[config.mk]
export PLATFORM = sky130hd
export DESIGN_NAME = sevenseg_mux_n
export DESIGN_NICKNAME = d
export VERILOG_FILES = /design/src/rtl/sevenseg_pkg.sv /design/src/rtl/bin2bcd_seq.sv /design/src/rtl/sevenseg_mux_n.sv
export SDC_FILE = /design/constraint.sdc
export NUM_CORES = 1
export LEC_CHECK = 0
export BUFFER_PORTS_ARGS = -buffer_cell sky130_fd_sc_hd__buf_4
export CORE_MARGIN = 5
export CORE_UTILIZATION = 58
export CTS_CLUSTER_DIAMETER = 100
export DETAILED_ROUTE_END_ITERATION = 8
export PLACE_DENSITY = 0.86
export SYNTH_ARGS = -nofsm -noshare
export SYNTH_HDL_FRONTEND = slang
export SYNTH_SLANG_ARGS = --single-unit
[constraint.sdc]
create_clock -name msclk -period 2.9 [get_ports msclk]
set_clock_uncertainty 0.1 [all_clocks]
set_input_delay 0.145 -clock msclk [delete_from_list [all_inputs] [get_ports msclk]]
set_output_delay 0.145 -clock msclk [all_outputs]
set_load 0.005 [all_outputs]
[src/rtl/sevenseg_pkg.sv]
// Shared constants and helpers for the multiplexed seven-segment driver.
// Contents: active-low glyphs for 0..9, blank and dash glyphs, the 10^N helper
// used for the overflow limit, and the converter FSM state encoding.
package sevenseg_pkg;

  // Segment byte layout: bit 7 = dp, bits 6:0 = g..a, all active-low.
  localparam logic [7:0] SEG_BLANK = 8'hFF;
  localparam logic [7:0] SEG_DASH  = 8'hBF;

  // Glyphs indexed by decimal digit; entry 0 is the rightmost byte.
  localparam logic [9:0][7:0] SEG_DIGITS = {
    8'h90, 8'h80, 8'hF8, 8'h82, 8'h92,
    8'h99, 8'hB0, 8'hA4, 8'hF9, 8'hC0
  };

  // Converter FSM states, kept as plain constants for older tool flows.
  typedef logic [1:0] fsm_state_t;
  localparam fsm_state_t ST_IDLE   = 2'd0;
  localparam fsm_state_t ST_SHIFT  = 2'd1;
  localparam fsm_state_t ST_COMMIT = 2'd2;

  // 10^n, used at elaboration time for the overflow threshold.
  function automatic logic [63:0] pow10(input int unsigned n);
    logic [63:0] r;
    r = 64'd1;
    for (int unsigned i = 0; i < n; i++) begin
      r = r * 64'd10;
    end
    return r;
  endfunction

  // Map a BCD nibble to its glyph; non-decimal codes render blank.
  function automatic logic [7:0] seg_encode(input logic [3:0] nib);
    logic [7:0] g;
    g = SEG_BLANK;
    if (nib <= 4'd9) begin
      g = SEG_DIGITS[nib];
    end
    return g;
  endfunction

endpackage

[src/rtl/bin2bcd_seq.sv]
// Sequential binary-to-BCD converter (double-dabble) with display registers.
// Ports:
//   i_clk, i_rst   clock and synchronous active-high reset
//   i_value        binary value captured on an accepted load
//   i_load         single-cycle start pulse, ignored while busy
//   o_busy         high from the cycle after capture through COMMIT
//   o_bcd          committed BCD digits, nibble 0 = least significant
//   o_overflow     committed flag: captured value was >= 10^NUM_DIGITS
module bin2bcd_seq
  import sevenseg_pkg::*;
#(
  parameter int unsigned NUM_DIGITS = 4,
  parameter int unsigned VALUE_W    = 14
) (
  input  logic                    i_clk,
  input  logic                    i_rst,
  input  logic [VALUE_W-1:0]      i_value,
  input  logic                    i_load,
  output logic                    o_busy,
  output logic [4*NUM_DIGITS-1:0] o_bcd,
  output logic                    o_overflow
);

  localparam int unsigned BCD_W = 4 * NUM_DIGITS;
  localparam int unsigned CNT_W = (VALUE_W > 1) ? $clog2(VALUE_W) : 1;
  localparam logic [63:0] OVF_LIMIT = pow10(NUM_DIGITS);

  fsm_state_t         r_state;
  fsm_state_t         w_state_nxt;
  logic [VALUE_W-1:0] r_shift;
  logic [BCD_W-1:0]   r_acc;
  logic [BCD_W-1:0]   w_acc_adj;
  logic [CNT_W-1:0]   r_cnt;
  logic               r_ovf_cap;
  logic [BCD_W-1:0]   r_bcd;
  logic               r_ovf;
  logic               r_busy;
  logic               w_last_shift;

  assign w_last_shift = (r_cnt == CNT_W'(VALUE_W - 1));

  // State register.
  always_ff @(posedge i_clk) begin
    if (i_rst) begin
      r_state <= ST_IDLE;
    end else begin
      r_state <= w_state_nxt;
    end
  end

  // Next-state logic.
  always_comb begin
    w_state_nxt = r_state;
    case (r_state)
      ST_IDLE:   if (i_load) w_state_nxt = ST_SHIFT;
      ST_SHIFT:  if (w_last_shift) w_state_nxt = ST_COMMIT;
      ST_COMMIT: w_state_nxt = ST_IDLE;
      default:   w_state_nxt = ST_IDLE;
    endcase
  end

  // Add-3 correction per nibble; the 4-bit add wraps so nothing carries
  // into the neighbouring nibble.
  always_comb begin
    w_acc_adj = r_acc;
    for (int i = 0; i < int'(NUM_DIGITS); i++) begin
      if (r_acc[4*i +: 4] >= 4'd5) begin
        w_acc_adj[4*i +: 4] = r_acc[4*i +: 4] + 4'd3;
      end
    end
  end

  // Capture, shift and commit datapath.
  always_ff @(posedge i_clk) begin
    if (i_rst) begin
      r_shift   <= '0;
      r_acc     <= '0;
      r_cnt     <= '0;
      r_ovf_cap <= 1'b0;
      r_bcd     <= '0;
      r_ovf     <= 1'b0;
      r_busy    <= 1'b0;
    end else begin
      case (r_state)
        ST_IDLE: begin
          if (i_load) begin
            r_shift   <= i_value;
            r_acc     <= '0;
            r_cnt     <= '0;
            r_ovf_cap <= (64'(i_value) >= OVF_LIMIT);
            r_busy    <= 1'b1;
          end
        end
        ST_SHIFT: begin
          // Top bit of the accumulator falls off: only reachable on overflow.
          r_acc   <= {w_acc_adj[BCD_W-2:0], r_shift[VALUE_W-1]};
          r_shift <= {r_shift[VALUE_W-2:0], 1'b0};
          r_cnt   <= r_cnt + CNT_W'(1);
        end
        ST_COMMIT: begin
          r_bcd  <= r_acc;
          r_ovf  <= r_ovf_cap;
          r_busy <= 1'b0;
        end
        default: begin
          r_busy <= 1'b0;
        end
      endcase
    end
  end

  assign o_busy     = r_busy;
  assign o_bcd      = r_bcd;
  assign o_overflow = r_ovf;

endmodule

[src/rtl/sevenseg_mux_n.sv]
// Multiplexed N-digit seven-segment display driver.
// Ports:
//   msclk, rst     clock and synchronous active-high reset
//   value, load    binary value and start pulse for a new conversion
//   enable         0 blanks every digit; dividers keep running
//   blink_mask     per-digit blink enable
//   dp_mask        per-digit decimal point
//   lz_blank       leading-zero blanking enable
//   seg            active-low segments, seg[7]=dp, seg[6:0]=g..a (registered)
//   an             active-low one-hot anode, an[0]=rightmost (registered)
//   busy           conversion in progress
//   overflow       last committed value was >= 10^NUM_DIGITS
module sevenseg_mux_n
  import sevenseg_pkg::*;
#(
  parameter int unsigned NUM_DIGITS  = 4,
  parameter int unsigned VALUE_W     = 14,
  parameter int unsigned REFRESH_DIV = 100000,
  parameter int unsigned BLINK_DIV   = 25000000
) (
  input  logic                  msclk,
  input  logic                  rst,
  input  logic [VALUE_W-1:0]    value,
  input  logic                  load,
  input  logic                  enable,
  input  logic [NUM_DIGITS-1:0] blink_mask,
  input  logic [NUM_DIGITS-1:0] dp_mask,
  input  logic                  lz_blank,
  output logic [7:0]            seg,
  output logic [NUM_DIGITS-1:0] an,
  output logic                  busy,
  output logic                  overflow
);

  localparam int unsigned BCD_W = 4 * NUM_DIGITS;
  localparam int unsigned IDX_W = (NUM_DIGITS > 1) ? $clog2(NUM_DIGITS) : 1;
  localparam int unsigned REF_W = (REFRESH_DIV > 1) ? $clog2(REFRESH_DIV) : 1;
  localparam int unsigned BLK_W = (BLINK_DIV > 1) ? $clog2(BLINK_DIV) : 1;

  logic [BCD_W-1:0]      w_bcd;
  logic                  w_ovf;
  logic                  w_busy;

  logic [REF_W-1:0]      r_ref_cnt;
  logic [IDX_W-1:0]      r_idx;
  logic [BLK_W-1:0]      r_blk_cnt;
  logic                  r_phase;
  logic                  w_ref_tc;
  logic                  w_blk_tc;

  logic [NUM_DIGITS-1:0] w_zero_from;
  logic [3:0]            w_nib;
  logic [7:0]            w_glyph;
  logic                  w_blank;
  logic [7:0]            w_seg_nxt;
  logic [NUM_DIGITS-1:0] w_an_nxt;
  logic [7:0]            r_seg;
  logic [NUM_DIGITS-1:0] r_an;

  bin2bcd_seq #(
    .NUM_DIGITS (NUM_DIGITS),
    .VALUE_W    (VALUE_W)
  ) u_bin2bcd (
    .i_clk      (msclk),
    .i_rst      (rst),
    .i_value    (value),
    .i_load     (load),
    .o_busy     (w_busy),
    .o_bcd      (w_bcd),
    .o_overflow (w_ovf)
  );

  assign w_ref_tc = (r_ref_cnt == REF_W'(REFRESH_DIV - 1));
  assign w_blk_tc = (r_blk_cnt == BLK_W'(BLINK_DIV - 1));

  // Scan divider and digit index.
  always_ff @(posedge msclk) begin
    if (rst) begin
      r_ref_cnt <= '0;
      r_idx     <= '0;
    end else if (w_ref_tc) begin
      r_ref_cnt <= '0;
      if (r_idx == IDX_W'(NUM_DIGITS - 1)) begin
        r_idx <= '0;
      end else begin
        r_idx <= r_idx + IDX_W'(1);
      end
    end else begin
      r_ref_cnt <= r_ref_cnt + REF_W'(1);
    end
  end

  // Blink divider; phase 1 means blinking digits are visible.
  always_ff @(posedge msclk) begin
    if (rst) begin
      r_blk_cnt <= '0;
      r_phase   <= 1'b1;
    end else if (w_blk_tc) begin
      r_blk_cnt <= '0;
      r_phase   <= ~r_phase;
    end else begin
      r_blk_cnt <= r_blk_cnt + BLK_W'(1);
    end
  end

  // w_zero_from[i]: every committed digit at position >= i is zero.
  always_comb begin
    logic v_run;
    v_run       = 1'b1;
    w_zero_from = '0;
    for (int i = int'(NUM_DIGITS) - 1; i >= 0; i--) begin
      v_run          = v_run & (w_bcd[4*i +: 4] == 4'd0);
      w_zero_from[i] = v_run;
    end
  end

  // Pick the scanned digit and decide what it shows.
  always_comb begin
    w_nib   = w_bcd[{r_idx, 2'b00} +: 4];
    w_glyph = w_ovf ? SEG_DASH : seg_encode(w_nib);
    w_blank = ~enable
            | (blink_mask[r_idx] & ~r_phase)
            | (~w_ovf & lz_blank & (r_idx != '0) & w_zero_from[r_idx]);
    w_seg_nxt = SEG_BLANK;
    w_an_nxt  = '1;
    if (!w_blank) begin
      w_seg_nxt = {~dp_mask[r_idx], w_glyph[6:0]};
      w_an_nxt  = ~(NUM_DIGITS'(1) << r_idx);
    end
  end

  // Registered pin drivers.
  always_ff @(posedge msclk) begin
    if (rst) begin
      r_seg <= SEG_BLANK;
      r_an  <= '1;
    end else begin
      r_seg <= w_seg_nxt;
      r_an  <= w_an_nxt;
    end
  end

  assign seg      = r_seg;
  assign an       = r_an;
  assign busy     = w_busy;
  assign overflow = w_ovf;

endmodule
==> impl_metrics.ini, run 1 <==
[cts]
ctsRootBufferMaster = clkbuf_8
post_cts_resized = 0
cts_buffers = 9
cts_sinks = 112
cts_tree = done
cts.htree.levels = 3
clk_pin_slew_worst_paths_ns = 0.11
cts_setup_buffers = 0
cts_buffer_depth = 2
cts_hold_buf = 5
insertion_delay_ns = 0.38

[run]
max_cap_viol_count = 0

[logic_synthesis]
synth-main-ff-cell = dfxtp_1
yosys_register_bits = 112
avgSynthCellArea_um2 = 8.53
synthesis.area_um2 = 5090
syn_inst = 597
synth_edf_count = 0
post-synth-top-area-cell = dfxtp_1
synth_area_leaders = dfxtp_1 44%, nor2_1 7.7%, nand2_1 5.8%
yosysWarnings = 0
yosysSeqAreaShare = 0.440
synthArstFlopShare = 0
yosys.cell_types.count = 49
syn-num-nets = 644
synth_top_cell_area_share = 0.440

[global_route]
grt_pass1_vias = 4173
grt_max_degree = 41
grt_pass1_wl_mm = 18.2
grt-ovfl-total = 0
antenna_found_initial = 0
grtUsageTotal = 0.195

[final_layout]
layout_common_cells = 112 x dfxtp_1, 104 x nor2_1, 79 x nand2_1
nets = 680
fill_cells = 706
utilization = 0.660
final_cell_count_no_fill = 746
area_growth_pct = 11.9
antenna_cells = 0
drive_gt1_frac = 0.111
final_common_cell = dfxtp_1
final_area_um2 = 5700

[setup_path]
critPathKind = register to register
critPathTopFamily = multiplexers
cp.required_ns = 3.05
r2r_slack_ns = 0.33
slowest_delay_ns = 0.71
cpMaxStageDelayCell = mux4_1
crit_path_end_kind = register
worstReg2RegEnd = seg[5]
reg2reg_from = r_idx[0]
crit_chain = mux4_1 > inv_1 > ha_1 > nor2_1 > o21a_1 > nor3b_4 > o21ai_0
path_max_fanout = 12
ff2ff_path_depth = 7
worstSetupStartpointType = register
arrival_ns = 2.73
cp_num_buf_inv = 1

[timing]
tightest_slew_ns = 0.602
slew_violations = 0
finalSetupViolCount = 0
min_period_ns = 2.57
fin_tns_setup_ns = 0
max_slew_margin = 0.598
rsz0062_at_grt = false
hold_violations = 0
max_freq_mhz = 388
period_share = 0.888

[routing]
met3_length_um = 463
wl_met1_mm = 4.74
ant_nets = 0
remaining_drc_errors = 0
drt_iter0_drc = 284
wl_met2_mm = 5.21
top_layer = met4
viasPerCell = 5.70
wl_per_cell_um = 14.2
vias = 4252
drt_first_pass_iters = 5
detail_route.wirelength_mm = 10.6

[floorplanning]
rows = 34
start_util = 0.590
die_x_um = 104
ios = 41
die_h_um = 104
die_area_um2 = 10800
core_um2 = 8640

[worst_hold_path]
whs_endpoint = seg[7]
hold_path_depth = 3
holdCritStartpoint = dp_mask[3]
hold_class = input pin to register

[placed_design]
dpl-instance-area_um2 = 5460
hpwl_mm = 7.53
gp_congestion = 0.847
port_buffers = 40
placedCellCount = 725

[power_and_ir_drop]
vdd_ir_drop_max_mv = 0.333
leakage_nw = 2.20
power_density_nw_per_um2 = 477
p_total_mw = 2.72

[run_status]
status = complete, no violations
-- report_power, final --
part | switching [mW] | leakage [nW] | internal, mW
logic | 0.123 | 1.19 | 0.102
clock network | 0.554 | 0.0954 | 0.336
registers | 0.0256 | 0.910 | 1.58
total | 0.703 | 2.20 | 2.02
-- Yosys cell counts, types with 3 or more instances --
cell / number
clkbuf_1: 16
nor4b_1: 3
dfxtp_1: 112
or2_2: 3
nor4_1: 6
o21ai_0: 14
buf_1: 5
a21oi_1: 32
mux4_1: 5
xnor2_1: 16
nor3_1: 22
a2bb2oi_1: 10
ha_1: 20
nand3_1: 26
a22oi_1: 8
nand2_1: 79
and2_1: 3
o211ai_1: 3
nand4_1: 10
xor2_1: 30
and4_1: 3
a21o_1: 3
nor2_1: 104
inv_1: 22
mux2i_1: 3
buf_2: 3
nand2b_1: 9
-- registers in the layout (all words and copies together), names as in the netlist --
register              flops
u_bin2bcd.o_busy          1
r_phase                   1
seg                       8
u_bin2bcd.o_bcd          16
u_bin2bcd.r_ovf_cap       1
u_bin2bcd.r_shift        14
u_bin2bcd.o_overflow      1
r_idx                     2
an                        4
r_blk_cnt                25
u_bin2bcd.r_acc          16
r_ref_cnt                17
u_bin2bcd.r_cnt           4
u_bin2bcd.r_state         2
-- stage by stage --
step / setup WS [ns] / hold WS (ns)
CTS: 0.321 / 0.0124
global placement: 0.504 / 0.260
global route: 0.0901 / 0.0347
detailed placement: 0.363 / 0.275
finish: 0.325 / 0.0277
floorplan: 0.724 / 0.171
-- area by class of cell --
class,count,area [µm²],share of cell area
sequential,112,2240,0.394
inverter,22,82.6,0.0145
multi-input combinational,436,2650,0.465
clock inverter,6,60.1,0.0105
tap,108,135,0.0237
timing repair buffer,52,403,0.0707
clock buffer,10,128,0.0224
-- worst max path at each step --
| stage | from | end | depth (start not counted) |
|---|---|---|---|
| floorplan | r_idx[0] | seg[4] | 8 |
| global placement | r_idx[0] | seg[4] | 7 |
| detailed placement | r_idx[0] | seg[5] | 7 |
| CTS | r_idx[0] | seg[5] | 7 |
| global route | r_idx[0] | seg[3] | 7 |
| finish | r_idx[0] | seg[5] | 7 |
-- layer usage --
metal  up-vias  global-route usage
met1      2019               0.247
met4         0              0.0675
met3        16              0.0398
met5         -                   0
met2       122               0.331
li1       2095                   -
-- cell families after synthesis --
group,Yosys count,share of synthesized area
buffers and inverters,49,0.0398
AND/OR/NAND/NOR,276,0.244
flip-flops,112,0.440
multiplexers,10,0.0383
AO/OA/AOI/OAI,84,0.109
XOR/XNOR,46,0.0791
adder cells (fa/ha/maj),20,0.0492
-- tightest hold or removal path, stage by stage --
cell and delay, ns:
buf_4 0.08, mux4_1 0.20, nand2_1 0.05
Power figures use the tool's default switching activity.
==> inputs of run 2 (changes only) <==
--- a/config.mk
+++ b/config.mk
@@ -8,9 +8,11 @@
 export BUFFER_PORTS_ARGS = -buffer_cell sky130_fd_sc_hd__buf_4
 export CORE_MARGIN = 5
 export CORE_UTILIZATION = 58
+export CTS_BUF_LIST = sky130_fd_sc_hd__clkbuf_16
 export CTS_CLUSTER_DIAMETER = 100
 export DETAILED_ROUTE_END_ITERATION = 8
-export PLACE_DENSITY = 0.86
+export PLACE_DENSITY = 0.85
 export SYNTH_ARGS = -nofsm -noshare
 export SYNTH_HDL_FRONTEND = slang
+export SYNTH_HIERARCHICAL = 1
 export SYNTH_SLANG_ARGS = --single-unit
==> impl_metrics.ini, run 2 <==
[logic_synthesis]
synth_top_cell_area_share = 0.416
yosys_register_bits = 112
yosysSeqAreaShare = 0.416
synthSimpleGateAreaFrac = 0.248
synthArstFlopShare = 0
synth_edf_count = 0
synthTopCellsByCount = 112 x dfxtp_1, 85 x nor2_1, 58 x nand2_1, 46 x a21oi_1, 24 x nand3_1
yosys.cell_types.count = 57
post-synth-top-area-cell = dfxtp_1
synth_xor_area_frac = 0.0488
synth_area_leaders = dfxtp_1 42%, nor2_1 5.9%, ha_1 4.6%
synth-main-ff-cell = dfxtp_1
yosysMostFrequentCell = dfxtp_1
synthAdderAreaFrac = 0.0465
syn_inst = 625
synth_top_family_by_area = simple AND/OR/NAND/NOR gates
syn-num-nets = 672
yosysWarnings = 6
muxShareOfSynthArea = 0.0462
synth-compound-area-share = 0.143
synthesis.area_um2 = 5380
avgSynthCellArea_um2 = 8.61

[final_layout]
fill_cells = 725
final_area_um2 = 5970
largest_reg_flops = 25
top_regs = r_blk_cnt x25, r_ref_cnt x17
regMostFlops = r_blk_cnt
layout_common_cells = 112 x dfxtp_1, 85 x nor2_1, 58 x nand2_1
drive_gt1_frac = 0.122
area_growth_pct = 10.9
utilization = 0.653
antenna_cells = 0
final_common_cell = dfxtp_1
nets = 692

[power_and_ir_drop]
power_switching_mw = 0.681
swShare = 0.226
leakage_nw = 2.19
combPwrFrac = 0.063
cell_internal_pwr_mw = 2.33
power_frac_seq = 0.529
pwr-share-clk = 0.408
vdd_ir_drop_max_mv = 0.321
power_density_nw_per_um2 = 504

[cts]
post_cts_resized = 0
cts_tree = done
clk_pin_slew_worst_paths_ns = 0.07
ctsRootBufferMaster = clkbuf_16
insertion_delay_ns = 0.34
cts_sinks = 112
cts_setup_buffers = 0
cts_hold_buf = 0
cts_buffer_depth = 2
cts_buffers = 9
cts.htree.levels = 3

[run]
max_cap_viol_count = 0

[timing]
rsz0062_at_grt = false
period_share = 0.825
min_period_ns = 2.39
tightest_slew_ns = 0.847
finalSetupViolCount = 0
slew_violations = 0
fin_tns_setup_ns = 0
max_slew_margin = 0.433
max_freq_mhz = 418
holdWs_ns = 0.0347
hold_violations = 0

[setup_path]
r2r_slack_ns = 0.51
ff2ff_path_depth = 5
crit_path_end_kind = register
critPathKind = register to register
cp.required_ns = 3.04
worstSetupStartpointType = register
reg2reg_from = r_blk_cnt[7]
worstReg2RegEnd = r_blk_cnt[9]
arrival_ns = 2.53
crit_start = r_blk_cnt[7]
endpoint = r_blk_cnt[9]
path_max_fanout = 14

[floorplanning]
core_um2 = 9150
rows = 35
die_h_um = 106
ios = 41
start_util = 0.588
die_x_um = 106
die_area_um2 = 11300

[global_route]
grt_max_degree = 54
grt-ovfl-total = 0
grtUsageTotal = 0.206
antenna_found_initial = 0
grt_pass1_wl_mm = 19.5
grt_pass1_vias = 4374

[placed_design]
gp_congestion = 0.806
hpwl_mm = 7.86
dpl-instance-area_um2 = 5680
port_buffers = 40

[worst_hold_path]
hold_path_depth = 3
hold_class = input pin to register

[routing]
viasPerCell = 5.95
remaining_drc_errors = 0
detail_route.wirelength_mm = 11.4
drt_iter0_drc = 244
wl_per_cell_um = 15.0
drt_first_pass_iters = 5
ant_nets = 0
vias = 4528

[run_status]
status = complete, no violations
run 2: changes by cell type after synthesis, sizes merged, moves of 7 or more:
cell	change
or4	+14
a21oi	+14
xor2	-13
buf	+7
a22o	+9
o31ai	+11
nor2	-16
nand2	-20
run 2: stage by stage:
| step | total power [mW] | std cells | setup WS (ns) |
|---|---|---|---|
| 2_1_floorplan | 1.76 | 625 | 0.281 |
| 3_3_place_gp | 1.81 | 745 | 0.561 |
| 3_5_place_dp | 1.82 | 745 | 0.508 |
| 4_1_cts | 3.03 | 761 | 0.498 |
| 5_1_grt | 3.13 | 761 | 0.369 |
| 6_report | 3.01 | 761 | 0.508 |
run 2: logic make-up after synthesis:
kind of cell               count (synthesis)
AOI/OAI and AO/OA                        118
xor gates and xnor gates                  30
adders and majority gates                 20
buffers and inverters                     60
DFF                                      112
muxes                                     17
and+or+nand+nor                          268
run 2: metal layers:
metal	wire, µm	track usage	vias up	part of all wire
met3	632	0.0565	12	0.055
li1	-	-	2243	-
met1	5030	0.257	2152	0.44
met4	164	0.0574	0	0.014
met2	5590	0.348	121	0.49
met5	0	0	-	0
run 2: area by class of cell:
| type | instances | area, µm² | area share |
|---|---|---|---|
| clock buffer | 9 | 225 | 0.0377 |
| clock inverter | 7 | 71.3 | 0.0119 |
| inverter | 23 | 86.3 | 0.0145 |
| multi-input combinational | 453 | 2860 | 0.479 |
| sequential | 112 | 2240 | 0.375 |
| tap | 111 | 139 | 0.0233 |
| timing repair buffer | 46 | 345 | 0.0578 |
run 2: power groups by stage:
stage / logic (mW) / clock network (mW) / registers, mW
finish: 0.189 / 1.23 / 1.59
global route: 0.213 / 1.32 / 1.60
CTS: 0.191 / 1.25 / 1.59
detailed placement: 0.190 / 0 / 1.63
global placement: 0.185 / 0 / 1.63
floorplan: 0.130 / 0 / 1.63
run 2: how the worst min path moves through the flow:
stage,start,endpoint
floorplan,rst,r_idx[0]
global placement,r_blk_cnt[0],r_blk_cnt[0]
detailed placement,r_ref_cnt[0],r_ref_cnt[0]
CTS,value[13],u_bin2bcd/r_ovf_cap
global route,value[13],u_bin2bcd/r_ovf_cap
finish,value[13],u_bin2bcd/r_ovf_cap
run 2: critical path, cell delays in order, from the launching register on:
cell and delay (ns):
dfxtp_1 0.35, or4_1 0.53, or4_4 0.56, o21bai_2 0.40, buf_4 0.28, nor2_1 0.07
